===== src/rtl/sleep_request_master_pkg.sv =====
`default_nettype none
// ============================================================================
// Module      : sleep_request_master_pkg
// Description : Shared event-unit sleep register map, bit indices, FSM states.
// Revision    : 1.0 - initial release
// ============================================================================
package sleep_request_master_pkg;

    localparam int unsigned SLEEP_CTRL_OFFSET   = 32'h0;
    localparam int unsigned SLEEP_STATUS_OFFSET = 32'h4;
    localparam int unsigned SLEEP_CTRL_EN_BIT   = 0;
    localparam int unsigned SLEEP_STATUS_BIT    = 0;

    localparam int unsigned SLEEP_CNT_W = 8;

    typedef logic [2:0] sleep_state_t;

    localparam sleep_state_t ST_IDLE      = 3'd0;
    localparam sleep_state_t ST_WR_SETUP  = 3'd1;
    localparam sleep_state_t ST_WR_ACCESS = 3'd2;
    localparam sleep_state_t ST_GAP       = 3'd3;
    localparam sleep_state_t ST_RD_SETUP  = 3'd4;
    localparam sleep_state_t ST_RD_ACCESS = 3'd5;
    localparam sleep_state_t ST_HOLD      = 3'd6;

endpackage
`default_nettype wire


===== src/rtl/sleep_request_master.sv =====
`default_nettype none
// ============================================================================
// Module      : sleep_request_master
// Description : APB requester that enables core sleep and polls for status.
// Revision    : 1.0 - initial release
// ============================================================================
module sleep_request_master
    import sleep_request_master_pkg::*;
#(
    parameter int                        APB_ADDR_WIDTH = 12,
    parameter logic [APB_ADDR_WIDTH-1:0] BASE_ADDR      = '0,
    parameter int                        POLL_GAP       = 4,
    parameter int                        MAX_POLLS      = 16
) (
    input  logic                      HCLK,
    input  logic                      HRESETn,
    input  logic                      sleep_req_i,
    output logic                      busy_o,
    output logic                      done_o,
    output logic                      err_o,
    output logic [APB_ADDR_WIDTH-1:0] PADDR,
    output logic [31:0]               PWDATA,
    output logic                      PWRITE,
    output logic                      PSEL,
    output logic                      PENABLE,
    input  logic [31:0]               PRDATA,
    input  logic                      PREADY,
    input  logic                      PSLVERR
);

    localparam logic [SLEEP_CNT_W-1:0]    c_poll_gap    = SLEEP_CNT_W'(POLL_GAP);
    localparam logic [SLEEP_CNT_W-1:0]    c_max_polls   = SLEEP_CNT_W'(MAX_POLLS);
    localparam logic [APB_ADDR_WIDTH-1:0] c_ctrl_addr   = BASE_ADDR + APB_ADDR_WIDTH'(SLEEP_CTRL_OFFSET);
    localparam logic [APB_ADDR_WIDTH-1:0] c_status_addr = BASE_ADDR + APB_ADDR_WIDTH'(SLEEP_STATUS_OFFSET);
    localparam logic [31:0]               c_ctrl_wdata  = 32'h1 << SLEEP_CTRL_EN_BIT;

    sleep_state_t             r_state;
    sleep_state_t             w_state_nxt;
    logic [SLEEP_CNT_W-1:0]   r_gap_cnt;
    logic [SLEEP_CNT_W-1:0]   w_gap_nxt;
    logic [SLEEP_CNT_W-1:0]   r_poll_cnt;
    logic [SLEEP_CNT_W-1:0]   w_poll_nxt;
    logic [SLEEP_CNT_W-1:0]   w_poll_inc;
    logic                     r_done;
    logic                     r_err;
    logic                     w_done_nxt;
    logic                     w_err_nxt;
    logic                     w_wr_phase;
    logic                     w_rd_phase;
    logic                     w_unused_prdata;

    // Only the status bit matters; the remaining read data is ignored.
    assign w_unused_prdata = ^PRDATA;

    assign w_poll_inc = (r_poll_cnt == {SLEEP_CNT_W{1'b1}}) ? r_poll_cnt : r_poll_cnt + 1'b1;

    always_comb begin
        w_state_nxt = r_state;
        w_gap_nxt   = r_gap_cnt;
        w_poll_nxt  = r_poll_cnt;
        w_done_nxt  = 1'b0;
        w_err_nxt   = 1'b0;
        case (r_state)
            ST_IDLE: begin
                if (sleep_req_i) begin
                    w_state_nxt = ST_WR_SETUP;
                    w_poll_nxt  = '0;
                end
            end
            ST_WR_SETUP: w_state_nxt = ST_WR_ACCESS;
            ST_WR_ACCESS: begin
                if (PREADY) begin
                    if (PSLVERR) begin
                        w_err_nxt   = 1'b1;
                        w_state_nxt = ST_HOLD;
                    end else begin
                        w_gap_nxt   = c_poll_gap;
                        w_state_nxt = ST_GAP;
                    end
                end
            end
            ST_GAP: begin
                if (r_gap_cnt != '0) begin
                    w_gap_nxt = r_gap_cnt - 1'b1;
                end
                if (r_gap_cnt <= 1) begin
                    w_state_nxt = ST_RD_SETUP;
                end
            end
            ST_RD_SETUP: w_state_nxt = ST_RD_ACCESS;
            ST_RD_ACCESS: begin
                if (PREADY) begin
                    w_poll_nxt = w_poll_inc;
                    // Bus error outranks status, status outranks timeout.
                    if (PSLVERR) begin
                        w_err_nxt   = 1'b1;
                        w_state_nxt = ST_HOLD;
                    end else if (PRDATA[SLEEP_STATUS_BIT]) begin
                        w_done_nxt  = 1'b1;
                        w_state_nxt = ST_HOLD;
                    end else if (w_poll_inc == c_max_polls) begin
                        w_err_nxt   = 1'b1;
                        w_state_nxt = ST_HOLD;
                    end else begin
                        w_gap_nxt   = c_poll_gap;
                        w_state_nxt = ST_GAP;
                    end
                end
            end
            ST_HOLD: begin
                if (!sleep_req_i) begin
                    w_state_nxt = ST_IDLE;
                end
            end
            default: w_state_nxt = ST_IDLE;
        endcase
    end

    always_ff @(posedge HCLK or negedge HRESETn) begin
        if (!HRESETn) begin
            r_state    <= ST_IDLE;
            r_gap_cnt  <= '0;
            r_poll_cnt <= '0;
            r_done     <= 1'b0;
            r_err      <= 1'b0;
        end else begin
            r_state    <= w_state_nxt;
            r_gap_cnt  <= w_gap_nxt;
            r_poll_cnt <= w_poll_nxt;
            r_done     <= w_done_nxt;
            r_err      <= w_err_nxt;
        end
    end

    assign w_wr_phase = (r_state == ST_WR_SETUP) || (r_state == ST_WR_ACCESS);
    assign w_rd_phase = (r_state == ST_RD_SETUP) || (r_state == ST_RD_ACCESS);

    // APB signals decode from state so reset clears them without a clock.
    assign PSEL    = w_wr_phase || w_rd_phase;
    assign PENABLE = (r_state == ST_WR_ACCESS) || (r_state == ST_RD_ACCESS);
    assign PWRITE  = w_wr_phase;
    assign PADDR   = w_wr_phase ? c_ctrl_addr : (w_rd_phase ? c_status_addr : '0);
    assign PWDATA  = w_wr_phase ? c_ctrl_wdata : 32'h0;

    assign busy_o  = (r_state != ST_IDLE) && (r_state != ST_HOLD);
    assign done_o  = r_done;
    assign err_o   = r_err;

endmodule
`default_nettype wire


===== config.mk =====
export PLATFORM = sky130hd
export DESIGN_NAME = sleep_request_master
export DESIGN_NICKNAME = d
export VERILOG_FILES = /design/src/rtl/sleep_request_master_pkg.sv /design/src/rtl/sleep_request_master.sv
export SDC_FILE = /design/constraint.sdc
export NUM_CORES = 1
export LEC_CHECK = 0
export CORE_UTILIZATION = 44
export CTS_CLUSTER_DIAMETER = 40
export DETAILED_ROUTE_END_ITERATION = 16
export PLACE_DENSITY_LB_ADDON = 0.05
export SYNTH_ARGS = -nofsm -noshare
export SYNTH_HDL_FRONTEND = slang
export SYNTH_SLANG_ARGS = --single-unit

===== constraint.sdc =====
create_clock -name HCLK -period 3.6 [get_ports HCLK]
set_clock_uncertainty 0.2 [all_clocks]
set_input_delay 0.72 -clock HCLK [delete_from_list [all_inputs] [get_ports HCLK]]
set_output_delay 0.72 -clock HCLK [all_outputs]
set_load 0.01 [all_outputs]

==> results.md <==
* Initial antenna violation count at 0
* P_int at 645.5 uW
* Worst-path fanout max at 20
* Yosys reg bits at 21
* Setup bufs post-CTS at 0
* Placed Cells at 270
* First-pass GRT wire length at 5782 um
* Row cnt at 22
* Die area at 4287 um2
* Sequential power share at 0.352
* Switching pwr at 485.2 uW
* RD Place Congestion at 0.8288
* Slowest stage delay, CP at 0.58 ns
* RSZ-0062 raised after global routing: no
* Ys flop type: dfrtp_1
* Vias at 1453
* Commonest non-fill, non-tap cell in the layout: conb_1
* Cell Area, Placed at 1745 um2
* Fmax at 0.3377 GHz
* # nets final at 267
* Post-cts sizing count at 0
* Clock Latency Late Sink at 0.26 ns
* Combinational share of power at 0.509
* P_leak at 0.0007771 uW
* Wire per inst at 12.88 um
* PD cells at 631.1 nW/um2
* Final Critical Period at 2.961 ns
* CP Data Arrival Time at 2.04 ns
* Slowest CP cell: dfrtp_1
* Clk sinks at 21
* Number of distinct library cells after synthesis at 50
* H-tree level count at 1
* Peak supply drop at 0.0004489 V
* Least-Margin Pin Slew at 0.9746 ns
* Worst relative slew slack at 0.3482
* Ys Warns at 0
* Initial DRC Count at 120
* Vias in the first global route at 1244
* Clock buffer depth at 2
* Final setup fails at 0
* Fraction of registers with async set/reset at 1.000
* Number of port buffers at 13
* Final hold violation count at 0
* Syn_area_per_cell at 7.950 um2
* Setup tns final at 0 ns
* Root Buffer: clkbuf_8
* EDFF count, synth at 0
* Area Overhead vs Synth at 1.059%
* Fillcell total at 374
* Commonest cells after routing, fill and taps aside: conb_1, a21oi_1, dfrtp_1
* Hold Path Class: flip-flop to flip-flop
* Synthesized netlist cell count at 223
* Syn Std Cell Area at 1773 um2
* Detail Route Antenna Nets at 0
* Antenna Diode Count at 0
* 1st-pass router iterations at 4
* Gr usage total at 0.1749
* Die X-Extent at 65.48 um
* Grt ovf at 0
* Cts hold-fix bufs at 0
* Drt drc at 0
* CTS buffer count at 3
* CP cell instances: or3b_2 > nand2_1 > clkdlybuf4s50_1
* Largest net degree at the start of global routing at 22
* Clock share of power at 0.138
* Switching share of total power at 0.4292
* Sequential area share after synthesis at 0.2964
* Setup crit end kind: primary output
* Number of vias per cell at 5.303
* Die Span Y at 65.48 um
* Routed wire length at 3529 um
* Core Box Area at 3771 um2
* Worst Path Required at 2.68 ns
* CTS tree: built
* Initial core utilization at 0.4701
* Post-Route Utilization at 0.4751
* Critical setup path kind: flip-flop to primary output
* Period utilization at 0.8225
* Share of cells above drive strength 1 at 0.04425
* Final std cells w/o fill at 274
* Clk pin slew, worst setup/hold paths at 0.08 ns
* Ports at 87
* Outcome: finished clean
* Max Cap Viol at 0
* Crit path launch type: flip-flop
* Final Max Slew Viols at 0
* Final instance area at 1792 um2
* HPWL after detailed placement at 2600 um
metrics by stage:
stage | total power, uW | setup slack [ns] | hold WS (ns)
2_1_floorplan | 836.6 | 1.304 | 0.2244
3_3_place_gp | 962.4 | 0.8836 | 0.3302
3_5_place_dp | 973.9 | 0.8556 | 0.3382
4_1_cts | 1138 | 0.6381 | 0.3554
5_1_grt | 1229 | 0.5337 | 0.3785
6_report | 1131 | 0.6389 | 0.3571
worst max-delay path, delay by kind of cell, from the launching register on:
| family | cells | cell delay, ns |
|---|---|---|
| AND/OR/NAND/NOR | 2 | 0.67 |
| buffers and inverters | 1 | 0.54 |
| flip-flops | 1 | 0.58 |
kinds of logic (layout without fill, tap and decap cells):
family / count (synthesis) / in the layout / share of synthesized area
buf+inv: 61 / 23 / 0.2223
fa+ha+maj: 3 / 3 / 0.02117
xor+xnor: 1 / 1 / 0.004941
flops: 21 / 21 / 0.2964
other cells: 1 / 42 / 0.002115
compound gates: 61 / 61 / 0.2287
simple gates: 75 / 75 / 0.2244
layout make-up:
type	instances	area, um2	area share
inverter	6	22.52	0.01257
multi-input combinational	182	1007	0.5622
sequential	21	525.5	0.2933
clock buffer	3	41.29	0.02304
tap	48	60.06	0.03352
timing repair buffer	13	130.1	0.07263
clock inverter	1	5.005	0.002793
cell usage after synthesis, types with 2 or more instances:
| cell type | count | share of area |
|---|---|---|
| a21oi_1 | 21 | 0.059 |
| a22o_1 | 3 | 0.015 |
| a31oi_1 | 5 | 0.018 |
| and3_1 | 4 | 0.014 |
| and3b_1 | 2 | 0.0099 |
| buf_2 | 2 | 0.0056 |
| buf_4 | 43 | 0.18 |
| clkbuf_1 | 9 | 0.019 |
| dfrtp_1 | 21 | 0.30 |
| ha_1 | 3 | 0.021 |
| inv_1 | 6 | 0.013 |
| nand2_1 | 14 | 0.030 |
| nand2b_1 | 3 | 0.011 |
| nand3_1 | 4 | 0.011 |
| nor2_1 | 20 | 0.042 |
| nor2b_1 | 4 | 0.014 |
| nor3_1 | 5 | 0.014 |
| nor3b_1 | 3 | 0.013 |
| nor4_1 | 4 | 0.014 |
| o211ai_1 | 2 | 0.0085 |
| o21a_1 | 2 | 0.0085 |
| o21ai_0 | 8 | 0.023 |
| o221ai_1 | 2 | 0.0099 |
| o22ai_1 | 2 | 0.0071 |
| o31ai_1 | 4 | 0.017 |
| or3_1 | 2 | 0.0071 |
| or3b_2 | 2 | 0.0099 |
registers in the layout, summed over array words and instances, names as in the netlist:
signal and count:
r_state 3, r_gap_cnt 8, r_poll_cnt 8, done_o 1, err_o 1
final timing paths:
| path | from | slack (ns) | depth (start not counted) | to |
|---|---|---|---|---|
| setup / recovery | r_state[0] | 0.64 | 3 | PENABLE |
| hold / removal | r_poll_cnt[0] | 0.36 | 1 | r_poll_cnt[0] |
| setup reg to reg | r_poll_cnt[0] | 1.03 | 6 | r_gap_cnt[2] |
| hold reg to reg | r_poll_cnt[0] | 0.36 | 1 | r_poll_cnt[0] |
| max in group asynchronous | HRESETn | 1.81 | 1 | r_poll_cnt[2] |
| min in group asynchronous | HRESETn | 0.79 | 1 | r_gap_cnt[3] |
layer usage:
metal  track usage  routed length [um]
met1        0.2368                1680
met2        0.2771                1677
met3       0.04514                 145
met4       0.04076                  25
met5             0                   0
power groups by stage:
stage	clock network [uW]	registers (uW)	logic [uW]
after floorplan	0	346	490
after global placement	0	399	564
after detailed placement	0	401	573
after CTS	165	396	577
after global routing	171	412	646
final	156	398	576
No activity file was read; power rests on OpenSTA's default activity.
==> patch (config.mk and constraints unchanged) <==
Change the package constant `SLEEP_CNT_W` from 8 to 10.
--- a/src/rtl/sleep_request_master_pkg.sv
+++ b/src/rtl/sleep_request_master_pkg.sv
@@ -13,3 +13,3 @@
 
-    localparam int unsigned SLEEP_CNT_W = 8;
+    localparam int unsigned SLEEP_CNT_W = 10;
 
Formal check against the unedited RTL: no difference found for any inputs over 10 cycles, from zero or initial values and one cycle with HRESETn low; that may be too few to reach the edited logic, so the function may still have changed.
==> patch against the unedited design <==
- the run now ends with DRC left
- global-route usage rose by 1.1 points
- cell count rose by 14%
- combinational power rose by 38%
- core utilization rose by 0.095 points
- final area rose by 18%
- sequential share of layout area rose by 0.24 points
- total power rose by 26%
- die area rose by 16%
- worst setup slack got worse by 0.017 ns
- synthesized area rose by 17%
- register-to-register slack got worse by 0.41 ns
- sequential cell count rose by 4
- wire length rose by 20%
- critical endpoint is now r_gap_cnt[1]$_DFFE_PN0P_
- largest cell class unchanged
- largest power group unchanged
- highest routed layer unchanged
==> patch: results (changes against the unedited design) <==
power:
  internal-power_w: 0.000802  # +24%
  p_leak_nw: 0.958  # +23%
  peakVddDrop_mv: 0.433  # -3.6%
layout:
  nonClkBufAreaFrac_pct: 7.57  # +0.31 points
  clk_share_pct: 2.19  # -0.40 points
  buffers: 17  # +4
  clkbuf_count: 3  # unchanged
  nets: 301  # +13%
  drive_gt1_share_pct: 9.23  # +4.8 points
  n_all_inverters: 8  # +2
  reg_top3: "r_gap_cnt x10, r_poll_cnt x10, r_state x3"
  fill_cells: 456  # +22%
  multi_input_gates: 206  # +13%
  final_util_pct: 47.6  # +0.095 points
  multiInputGateArea_um2: 1190  # +18%
grt:
  grt_use_met1_pct: 27.1  # +3.4 points
  grt_pass1_wl_mm: 7.45  # +29%
  gr-usage-met3_pct: 2.28  # -2.2 points
  antenna_found_initial: 0  # unchanged
  grt_use_total_pct: 18.6  # +1.1 points
  grt_util_met2_pct: 29.7  # +2.0 points
  grt_pass1_vias: 1546  # +24%
  grt_max_degree: 26  # +18%
detailed_routing:
  vias: 1714  # +18%
  dr.pass1.iters: 10  # +6
  m1WireLength_mm: 2.23  # +33%
  dr_wl_met2_mm: 1.79  # +7.0%
  drc: 11  # +11
  post_drt_wl_per_cell_um: 13.6  # +5.6%
  drt_iter0_drc: 169  # +41%
  totalWireLength_mm: 4.24  # +20%
critical_path:
  cp.arrival_ns: 2.94  # +0.90 ns
  startpoint: "r_poll_cnt[0]$_DFFE_PN0P_"
  rr_endpoint: "r_gap_cnt[1]$_DFFE_PN0P_"
  slowest_stage: "or4b_4"
  regToRegSetupSlack_ns: 0.62  # -0.41 ns
  crit_path_max_incr_delay_ns: 0.51  # -0.07 ns
  crit_type: "flop to flop"
status:
  outcome: "finished, violations left"
  violations: "DRC"
placement:
  placed_cell_area_um2: 2070  # +19%
  dp_hpwl_mm: 3.05  # +17%
  dp.cells: 308  # +14%
  dpl_worst_slack_ns: 0.576  # -0.280 ns
min_path:
  hold_path_end: "r_gap_cnt[8]$_DFFE_PN0P_"
  min_from: "r_gap_cnt[8]$_DFFE_PN0P_"
timing:
  worst_pin_slew_ns: 0.739  # -0.235 ns
  clock.fmax_mhz: 336  # -0.56%
cts:
  cts_setup_buffers: 0  # unchanged
  path_clk_slew_ns: 0.10  # +0.02 ns
yosys:
  ys_seq_elements: 25  # +19%
  syn_inst: 252  # +13%
  synth_compound_area_share_pct: 19.5  # -3.4 points
  synth.area.top_cells: "dfrtp_1 30%, buf_4 16%, a21oi_1 4.6%"
  ys_seq_area_share_pct: 30.2  # +0.59 points
  synth-xor-area-share_pct: 0.423  # -0.071 points
  synth_adder_area_share_pct: 1.81  # -0.30 points
  synth_cell_type_count: 57  # +14%
  synth_common_cells: "44 x buf_4, 25 x dfrtp_1, 19 x a21oi_1, 18 x nand2_1, 17 x nor2_1"
==> patch: cell types whose count changed after synthesis, sizes merged, moves of 4 or more <==
cell,before,now
nand4,1,5
nand2,14,18
or2,1,5
nand3,4,11
dfrtp,21,25
o21ai,8,16
clkbuf,10,6
==> patch: worst reg2reg max path, delay by kind of cell (launching register included) <==
family	cells	cell delay (ns)
AND/OR/NAND/NOR	3	1.22
adder cells (fa/ha/maj)	1	0.30
flip-flops	1	0.47
multiplexers	1	0.30
AO/OA/AOI/OAI	2	0.38
==> patch: power by group through the flow <==
stage               Clock (W)  Combinational, W  Sequential [W]
detailed placement          0          0.000787        0.000464
global route         0.000189          0.000882        0.000480
finish               0.000174          0.000794        0.000461
global placement            0          0.000788        0.000464
floorplan                   0          0.000638        0.000415
CTS                  0.000177          0.000795        0.000459
